`config.mk`:
```
export PLATFORM = sky130hd
export DESIGN_NAME = cpu_mem_bridge_flat
export DESIGN_NICKNAME = d
export VERILOG_FILES = /design/src/rtl/cpu_mem_bridge_if.sv /design/src/rtl/cpu_mem_bridge.sv /design/src/flat_wrapper.sv
export SDC_FILE = /design/constraint.sdc
export NUM_CORES = 1
export LEC_CHECK = 0
export BUFFER_PORTS_ARGS = -buffer_cell sky130_fd_sc_hd__buf_2
export CAP_MARGIN = 20
export CORE_MARGIN = 2
export CORE_UTILIZATION = 46
export DETAILED_ROUTE_END_ITERATION = 8
export GPL_TIMING_DRIVEN = 0
export PLACE_DENSITY = 0.82
export SLEW_MARGIN = 10
export SYNTH_ARGS = -nofsm -noshare
export SYNTH_HDL_FRONTEND = slang
export SYNTH_SLANG_ARGS = --single-unit
export TNS_END_PERCENT = 30
```
`constraint.sdc`:
```
create_clock -name clkRAM -period 2.1 [get_ports clkRAM]
set_input_delay 0.105 -clock clkRAM [delete_from_list [all_inputs] [get_ports clkRAM]]
set_output_delay 0.105 -clock clkRAM [all_outputs]
set_load 0.01 [all_outputs]
```
`src/rtl/cpu_mem_bridge_if.sv`:
```
// CPU-side and memory-controller-side handshake bundle for cpu_mem_bridge.
// The master modport is the bridge's view; the slave modport is the CPU/memory side.
interface cpu_mem_bridge_if;
    localparam int unsigned ADDR_W = 16;
    localparam int unsigned DATA_W = 8;
    localparam int unsigned NB_W   = 4;

    logic              cpu_valid;
    logic [ADDR_W-1:0] cpu_addr;
    logic              cpu_we;
    logic [DATA_W-1:0] cpu_wdata;
    logic [DATA_W-1:0] cpu_rdata;
    logic              cpu_rdy;
    logic              cpu_done;

    logic              mem_ce;
    logic              mem_write;
    logic [ADDR_W-1:0] mem_addr;
    logic [NB_W-1:0]   mem_nbytes;
    logic [DATA_W-1:0] mem_wdata;
    logic [DATA_W-1:0] mem_rdata;
    logic              mem_busy;

    modport master (
        input  cpu_valid, cpu_addr, cpu_we, cpu_wdata, mem_rdata, mem_busy,
        output cpu_rdata, cpu_rdy, cpu_done,
               mem_ce, mem_write, mem_addr, mem_nbytes, mem_wdata
    );

    modport slave (
        output cpu_valid, cpu_addr, cpu_we, cpu_wdata, mem_rdata, mem_busy,
        input  cpu_rdata, cpu_rdy, cpu_done,
               mem_ce, mem_write, mem_addr, mem_nbytes, mem_wdata
    );
endinterface

```
`src/rtl/cpu_mem_bridge.sv`:
```
// Single-outstanding 6502-to-PSRAM bridge with a local VIC colour-register window
// and a wait-state timeout that aborts hung memory transfers.
module cpu_mem_bridge #(
    parameter logic [7:0] TIMEOUT_CYCLES = 8'd200
) (
    input  logic                  clkRAM,
    input  logic                  reset,
    cpu_mem_bridge_if.master      bus,
    output logic [3:0]            border_color,
    output logic [3:0]            bg_color,
    output logic                  timeout_err
);
    localparam int unsigned CNT_W = 8;
    localparam logic [15:0] ADDR_BORDER = 16'hD020;
    localparam logic [15:0] ADDR_BG     = 16'hD021;
    localparam logic [5:0]  VIC_PAGE    = 6'b110100;

    typedef enum logic [2:0] {
        IDLE,
        LOCAL,
        ISSUE,
        WAIT_ACK,
        WAIT_DONE
    } state_t;

    state_t           state;
    logic [CNT_W-1:0] wait_cnt;
    logic [CNT_W-1:0] wait_cnt_next;
    logic             limit_hit;

    assign wait_cnt_next   = wait_cnt + CNT_W'(1);
    assign limit_hit       = (wait_cnt_next == TIMEOUT_CYCLES);
    assign bus.cpu_rdy     = (state == IDLE);
    assign bus.mem_nbytes  = 4'd1;

    // mem_addr/mem_write/mem_wdata double as the latched request for both paths.
    always_ff @(posedge clkRAM or negedge reset) begin
        if (!reset) begin
            state         <= IDLE;
            wait_cnt      <= '0;
            bus.cpu_rdata <= 8'h00;
            bus.cpu_done  <= 1'b0;
            bus.mem_ce    <= 1'b0;
            bus.mem_write <= 1'b0;
            bus.mem_addr  <= 16'h0000;
            bus.mem_wdata <= 8'h00;
            border_color  <= 4'hE;
            bg_color      <= 4'h6;
            timeout_err   <= 1'b0;
        end else begin
            bus.cpu_done <= 1'b0;
            bus.mem_ce   <= 1'b0;

            case (state)
                IDLE: begin
                    if (bus.cpu_valid) begin
                        bus.mem_addr  <= bus.cpu_addr;
                        bus.mem_write <= bus.cpu_we;
                        bus.mem_wdata <= bus.cpu_wdata;
                        wait_cnt      <= '0;
                        if (bus.cpu_addr[15:10] == VIC_PAGE) begin
                            state <= LOCAL;
                        end else begin
                            state      <= ISSUE;
                            bus.mem_ce <= 1'b1;
                        end
                    end
                end

                LOCAL: begin
                    state        <= IDLE;
                    bus.cpu_done <= 1'b1;
                    if (bus.mem_write) begin
                        if (bus.mem_addr == ADDR_BORDER) begin
                            border_color <= bus.mem_wdata[3:0];
                        end else if (bus.mem_addr == ADDR_BG) begin
                            bg_color <= bus.mem_wdata[3:0];
                        end
                    end else if (bus.mem_addr == ADDR_BORDER) begin
                        bus.cpu_rdata <= {4'hF, border_color};
                    end else if (bus.mem_addr == ADDR_BG) begin
                        bus.cpu_rdata <= {4'hF, bg_color};
                    end else begin
                        bus.cpu_rdata <= 8'hFF;
                    end
                end

                ISSUE: begin
                    state <= WAIT_ACK;
                end

                // A busy acknowledge does not count as completion, so the limit still aborts here.
                WAIT_ACK: begin
                    wait_cnt <= wait_cnt_next;
                    if (limit_hit) begin
                        state        <= IDLE;
                        bus.cpu_done <= 1'b1;
                        timeout_err  <= 1'b1;
                        if (!bus.mem_write) begin
                            bus.cpu_rdata <= 8'hFF;
                        end
                    end else if (bus.mem_busy) begin
                        state <= WAIT_DONE;
                    end
                end

                // Completion on the limit edge takes priority over the abort.
                WAIT_DONE: begin
                    wait_cnt <= wait_cnt_next;
                    if (!bus.mem_busy) begin
                        state        <= IDLE;
                        bus.cpu_done <= 1'b1;
                        if (!bus.mem_write) begin
                            bus.cpu_rdata <= bus.mem_rdata;
                        end
                    end else if (limit_hit) begin
                        state        <= IDLE;
                        bus.cpu_done <= 1'b1;
                        timeout_err  <= 1'b1;
                        if (!bus.mem_write) begin
                            bus.cpu_rdata <= 8'hFF;
                        end
                    end
                end

                default: begin
                    state <= IDLE;
                end
            endcase
        end
    end
endmodule

```
`src/flat_wrapper.sv`:
```
// flat-port wrapper written by rule: the top's interface ports become plain ports
module cpu_mem_bridge_flat 
#(
    parameter logic [7:0] TIMEOUT_CYCLES = 8'd200
)
  (clkRAM, reset, border_color, bg_color, timeout_err, bus_cpu_valid, bus_cpu_addr, bus_cpu_we, bus_cpu_wdata, bus_mem_rdata, bus_mem_busy, bus_cpu_rdata, bus_cpu_rdy, bus_cpu_done, bus_mem_ce, bus_mem_write, bus_mem_addr, bus_mem_nbytes, bus_mem_wdata);
  cpu_mem_bridge_if bus_i ();
  input  logic clkRAM;
  input  logic reset;
  output logic [3:0] border_color;
  output logic [3:0] bg_color;
  output logic timeout_err;
  input wire logic [$bits(bus_i.cpu_valid)-1:0] bus_cpu_valid;
  input wire logic [$bits(bus_i.cpu_addr)-1:0] bus_cpu_addr;
  input wire logic [$bits(bus_i.cpu_we)-1:0] bus_cpu_we;
  input wire logic [$bits(bus_i.cpu_wdata)-1:0] bus_cpu_wdata;
  input wire logic [$bits(bus_i.mem_rdata)-1:0] bus_mem_rdata;
  input wire logic [$bits(bus_i.mem_busy)-1:0] bus_mem_busy;
  output wire logic [$bits(bus_i.cpu_rdata)-1:0] bus_cpu_rdata;
  output wire logic [$bits(bus_i.cpu_rdy)-1:0] bus_cpu_rdy;
  output wire logic [$bits(bus_i.cpu_done)-1:0] bus_cpu_done;
  output wire logic [$bits(bus_i.mem_ce)-1:0] bus_mem_ce;
  output wire logic [$bits(bus_i.mem_write)-1:0] bus_mem_write;
  output wire logic [$bits(bus_i.mem_addr)-1:0] bus_mem_addr;
  output wire logic [$bits(bus_i.mem_nbytes)-1:0] bus_mem_nbytes;
  output wire logic [$bits(bus_i.mem_wdata)-1:0] bus_mem_wdata;
  assign bus_i.cpu_valid = bus_cpu_valid;
  assign bus_i.cpu_addr = bus_cpu_addr;
  assign bus_i.cpu_we = bus_cpu_we;
  assign bus_i.cpu_wdata = bus_cpu_wdata;
  assign bus_i.mem_rdata = bus_mem_rdata;
  assign bus_i.mem_busy = bus_mem_busy;
  assign bus_cpu_rdata = bus_i.cpu_rdata;
  assign bus_cpu_rdy = bus_i.cpu_rdy;
  assign bus_cpu_done = bus_i.cpu_done;
  assign bus_mem_ce = bus_i.mem_ce;
  assign bus_mem_write = bus_i.mem_write;
  assign bus_mem_addr = bus_i.mem_addr;
  assign bus_mem_nbytes = bus_i.mem_nbytes;
  assign bus_mem_wdata = bus_i.mem_wdata;
  cpu_mem_bridge #(.TIMEOUT_CYCLES(TIMEOUT_CYCLES)) u_core (.clkRAM(clkRAM), .reset(reset), .bus(bus_i), .border_color(border_color), .bg_color(bg_color), .timeout_err(timeout_err));
endmodule
```
# Word-level counts from Yosys, hierarchy flattened
# Index checks and enable logic that the tools add are counted.
[word_totals]
regBits = 55
latchBits = 0
ram_bits = 0
romBits = 0
output_inout_bits = 49
elab_cells = 65
memories = 0
[op_classes]
addsub = 1
mul = 0
div_mod_pow = 0
n_lt_le_gt_ge = 0
n_eq_ne = 14
n_shift = 0
n_mux = 26
n_bitwise = 1
reduce_logical = 12
[op_table]
columns = ["cell", "n"]
rows = [
  ["8-bit two-way mux", 7],
  ["16-bit == test (second input constant)", 2],
  ["8-bit case mux with 3 select lines", 1],
  ["8-bit case mux with 2 select lines", 1],
  ["3-bit two-way mux", 5],
  ["3-bit case mux with 4 select lines", 1],
  ["3-bit AND reduction", 3],
  ["8-bit by 1-bit adder with 8-bit output (second input constant)", 1],
  ["8-bit == test (second input constant)", 1],
  ["1-bit two-way mux", 7],
  ["3-bit by 2-bit == test with 1-bit output (second input constant)", 2],
  ["6-bit == test (second input constant)", 1],
  ["2-bit != test (second input constant)", 3],
  ["3-bit by 2-bit != test with 1-bit output (second input constant)", 2],
  ["2-bit AND reduction", 3],
  ["4-bit two-way mux", 1],
  ["4-bit AND reduction", 1],
  ["2-bit nonzero test", 2],
  ["3-bit by 1-bit == test with 1-bit output (second input constant)", 1],
  ["3-bit == test (second input constant)", 1],
  ["3-bit zero test", 1],
  ["3-bit != test (second input constant)", 1],
  ["1-bit case mux with 3 select lines", 1],
  ["3-bit nonzero test", 1],
  ["4 further kinds", 4],
]

# Depth between registers and ports, before layout
[depth]
word_depth = 5
depth_mapped = 7

# Worst setup path after synthesis
# OpenSTA, ideal clock, no wires.
[synth_timing]
path_type = "flip-flop to flip-flop"
from = "register u_core.bus.mem_addr[9] in the netlist's numbering"
to = "register u_core.border_color[0]"
setup_ns = 0.125
t_arrival_ns = 2.011
required_time_ns = 1.975
path_slack_ns = -0.035
stages_incl_launch_ff = 5
path_buffers = 0
cell_sequence = "dfrtp_1 > or4b_1 > or3_4 > nor4_4 > mux2_2"
[synth_via]
elab_chain_len = 2
[synth_lines]
columns = ["item", "line", "text"]
rows = [
  ["start, declared", "cpu_mem_bridge_if.sv:27", "mem_ce, mem_write, mem_addr, mem_nbytes, mem_wdata"],
  ["start signal, assigned", "cpu_mem_bridge.sv:57", "bus.mem_addr <= bus.cpu_addr;"],
  ["16-bit == test", "cpu_mem_bridge.sv:74", "if (bus.mem_addr == ADDR_BORDER) begin"],
  ["3-bit AND reduction (no line)", "-", ""],
  ["end signal, assigned", "cpu_mem_bridge.sv:75", "border_color <= bus.mem_wdata[3:0];"],
  ["end, declared", "cpu_mem_bridge.sv:9", "output logic [3:0] border_color,"],
]
# Every way passes these cells.
# A chain may end at the register's enable or synchronous reset.

# Worst setup path after layout
[layout_timing]
from = "register u_core.bus.mem_addr[8] in the netlist's numbering"
to = "register u_core.border_color[0]"
# Same word-level chain as after synthesis.

==> impl_summary.txt <==
----------------------------------------------------
[Run status]
  Outcome ... finished, final reports clean

[Clock network]
  TritonCTS sink count ... 55
  Clock latency reported for the late side of the worst-skew pair ... between 0.3 and 0.4 ns
  Number of buffers inserted during clock tree synthesis ... 5
  Clock-pin transition on the worst setup and hold timing paths ... 0.10 ns
  CTS tree ... done
  H-tree levels ... 2
  Maximum clock path buffer count ... 2
  CTS root buffer ... sky130_fd_sc_hd__clkbuf_8

[STA]
  Upper clock frequency limit ... 481 MHz
  Ratio of final minimum period to clock period ... 0.989
  Count of endpoints failing setup in the final report ... 0
  Final Hold Viols ... 0
  Max_slew headroom ... 0.482
  Setup repair after global routing missed its margin ... yes
  Fin Clk Skew ... 0.00704 ns
  Post-layout min period ... 2.08 ns
  Max-slew violation total from the final report ... 0
  Slew at the pin closest to its max-slew limit ... 0.766 ns
  Final TNS setup ... 0 ns

[Final layout]
  Most frequent cells in the layout ... 82 x sky130_fd_sc_hd__buf_2, 48 x sky130_fd_sc_hd__dfrtp_1, 35 x sky130_fd_sc_hd__mux2_2
  Commonest non-fill, non-tap cell in the layout ... sky130_fd_sc_hd__buf_2
  Antenna cell count ... 0
  Syn-to-layout area delta ... 27.8%
  Number of standard cells in the layout, taps in and fillers out ... roughly 420
  Post-layout net count ... about 380
  Area occupied by multi-input gates ... 1320 um^2
  Fraction of layout instances using a drive strength above 1 ... 0.483
  Fill cell count ... between 400 and 500
  Register area ... 1390 um^2

[Setup path]
  Critical path startpoint ... u_core.bus.mem_addr[8]
  Critical path peak fanout ... 4
  Launch instance of the worst register-to-register path ... u_core.bus.mem_addr[8]
  Ordered cell list for the critical path ... or4b_4 > or3_4 > nor4_4 > buf_4 > mux2_4
  CP Buf/Inv Count ... 1
  Worst setup path class ... reg -> reg
  Capturing element type of the critical path ... flop
  Family with the most delay on the worst path ... simple AND/OR/NAND/NOR gates
  Worst reg2reg path depth ... 5
  Master of the slowest instance on the critical path ... sky130_fd_sc_hd__or4b_4
  Capture point of the critical path ... u_core.border_color[0]
  Max stage delay on crit path ... 0.54 ns
  Critical path arrival ... 2.28 ns
  Number of logic stages on the critical path including buffering ... 5
  WP data required ... between 2 and 2.5 ns
  Reg2Reg Capture Point ... u_core.border_color[0]
  Startpoint type of the worst setup path ... flop
  Register-to-register path setup slack ... 0.02 ns

[Routing]
  Total vias in the final route ... 2,311
  Detailed-router iteration count before antenna repair ... 4
  # DRC ... 0
  Sum of routed wire length over all layers ... 6300 um
  Initial detailed-routing violation count ... 85
  Post-route antenna net violation count ... 0
  Vias per inst ... 5.52
  Routed wirelength normalized by instance count ... 15.0 um

[Floorplanning]
  Width of the chip ... 81.0 um
  Area of the die ... between 6000 and 7000 um^2
  Area of the core ... ~5800 um^2
  I/O pin total ... 86
  Cell Rows ... 28
  Overall die height ... ~81 um
  Starting density of the core ... 0.469

[Yosys]
  Area of the mapped netlist ... 2730 um^2
  Distinct cell type count of the synthesized netlist ... 48
  Sequential element share of the synthesized area ... 0.507
  Proportion of synthesized flip-flops having asynchronous set or reset ... 1.00
  Post-synth top flop ... sky130_fd_sc_hd__dfrtp_1
  EDFF count, synth ... 0
  Number of synthesized register bits ... 55
  Mean post-synth cell area ... 11.0 um^2
  Syn. warnings ... 0
  Synth Instances ... 248

[Placement]
  Port buffer count ... 80
  Detailed placement HPWL ... 4600 um
  Number of placed instances, taps included ... 406
  Placer's final routability congestion estimate ... 0.805

[Power and ir drop]
  Final Total Pwr ... approximately 4.5 mW
  Power density over the cells ... roughly 1300 nW/um^2
  Static Leakage ... approximately 1.6 nW
  Max IR drop VDD ... 0.000898 V

[Global route]
  Pin count of the biggest net entering global routing ... 29
  Global router's overall resource usage ... 0.201
  Antenna violations before repair ... 0
  Global-route wire length before repair ... 10,200 um
  Vias in the first global route ... 2,184
  GRT Residual Overflow ... 0

[Hold path]
  Hold/Removal Path Class ... in -> reg

[Run]
  Max-cap violations ... 0

----------------------------------------------------
==> per-stage QoR <==
step           worst slack, ns  cell area, um^2   util  hold slack (ns)
6_report                0.0221             3490  0.599           0.0186
5_1_grt                -0.0387             3490  0.599           0.0102
4_1_cts                -0.0811             3470  0.596           0.0166
3_5_place_dp            -0.296             3250  0.559            0.163
3_3_place_gp            -0.249             3230  0.555            0.336
2_1_floorplan           0.0401             2740      -           -0.191
==> report_power, final <==
part           internal, mW  switching, mW  total [mW]
Clock                 0.387          0.353       0.739
Sequential             1.45          0.302        1.75
Combinational         0.960           1.07        2.03
==> synthesized netlist by cell type, types with 5 or more instances <==
cell | n | area, um^2
sky130_fd_sc_hd__nor2_1 | 14 | 52.6
sky130_fd_sc_hd__o22ai_1 | 5 | 31.3
sky130_fd_sc_hd__dfrtp_1 | 50 | 1250
sky130_fd_sc_hd__mux2_2 | 37 | 417
sky130_fd_sc_hd__a21oi_1 | 18 | 90.1
sky130_fd_sc_hd__dfstp_2 | 5 | 131
sky130_fd_sc_hd__clkbuf_1 | 10 | 37.5
sky130_fd_sc_hd__o21ai_0 | 19 | 95.1
sky130_fd_sc_hd__nand2_1 | 17 | 63.8
==> worst min-delay path by stage <==
stage,endpoint,depth (start not counted),slack [ns],startpoint
final,u_core.bus.mem_wdata[3],2,0.02,bus_cpu_wdata[3]
after CTS,u_core.bus.mem_wdata[3],2,0.02,bus_cpu_wdata[3]
after detailed placement,u_core.bus.mem_wdata[6],1,0.16,reset
after global placement,u_core.bus.mem_wdata[4],2,0.34,bus_cpu_wdata[4]
after global routing,u_core.bus.mem_addr[1],2,0.01,bus_cpu_addr[1]
after floorplan,u_core.bg_color[0],0,-0.19,reset
==> cells by family (layout without fill, tap and decap cells) <==
family                   count (synthesis)  after routing  share of synthesized area
flip-flops                              55             55                      0.507
AO/OA/AOI/OAI                           62             62                      0.142
AND/OR/NAND/NOR                         68             68                      0.145
XOR/XNOR                                 2              2                    0.00642
multiplexers                            37             37                      0.153
adder cells (fa/ha/maj)                  2              2                    0.00917
buffers and inverters                   20            114                     0.0349
other                                    2              4                    0.00275
==> layout make-up <==
cell class	count	area share
Buffer	16	0.0251
Clock buffer	6	0.0237
Clock inverter	2	0.0101
Inverter	1	0.00108
Multi-Input combinational cell	175	0.377
Sequential cell	55	0.397
Tap cell	75	0.0269
Timing Repair Buffer	89	0.139
==> metal layers <==
metal,part of all wire,global-route usage,up-vias,routed length (um)
met5,0,0,-,0
met4,0.014,0.0695,0,89
met3,0.078,0.0489,10,491
met2,0.48,0.321,95,3050
met1,0.42,0.268,1119,2670
li1,-,-,1087,-
==> state kept, by name, indices dropped and copies added, names as in the netlist <==
name and count:
u_core.bg_color 4, u_core.border_color 4, u_core.bus.cpu_done 1, u_core.bus.cpu_rdata 8, u_core.bus.mem_addr 16, u_core.bus.mem_ce 1, u_core.bus.mem_wdata 8, u_core.bus.mem_write 1
u_core.state 3, u_core.timeout_err 1, u_core.wait_cnt 8
==> repair_timing <==
action,in CTS,in global routing
setup buffers,6,1
gates resized for setup,9,10
endpoints found under the setup margin,16,42
pin swaps,4,4
hold buffers,1,0
endpoints found under the hold margin,24,0
Note: power is estimated with default switching activity, not from simulation.
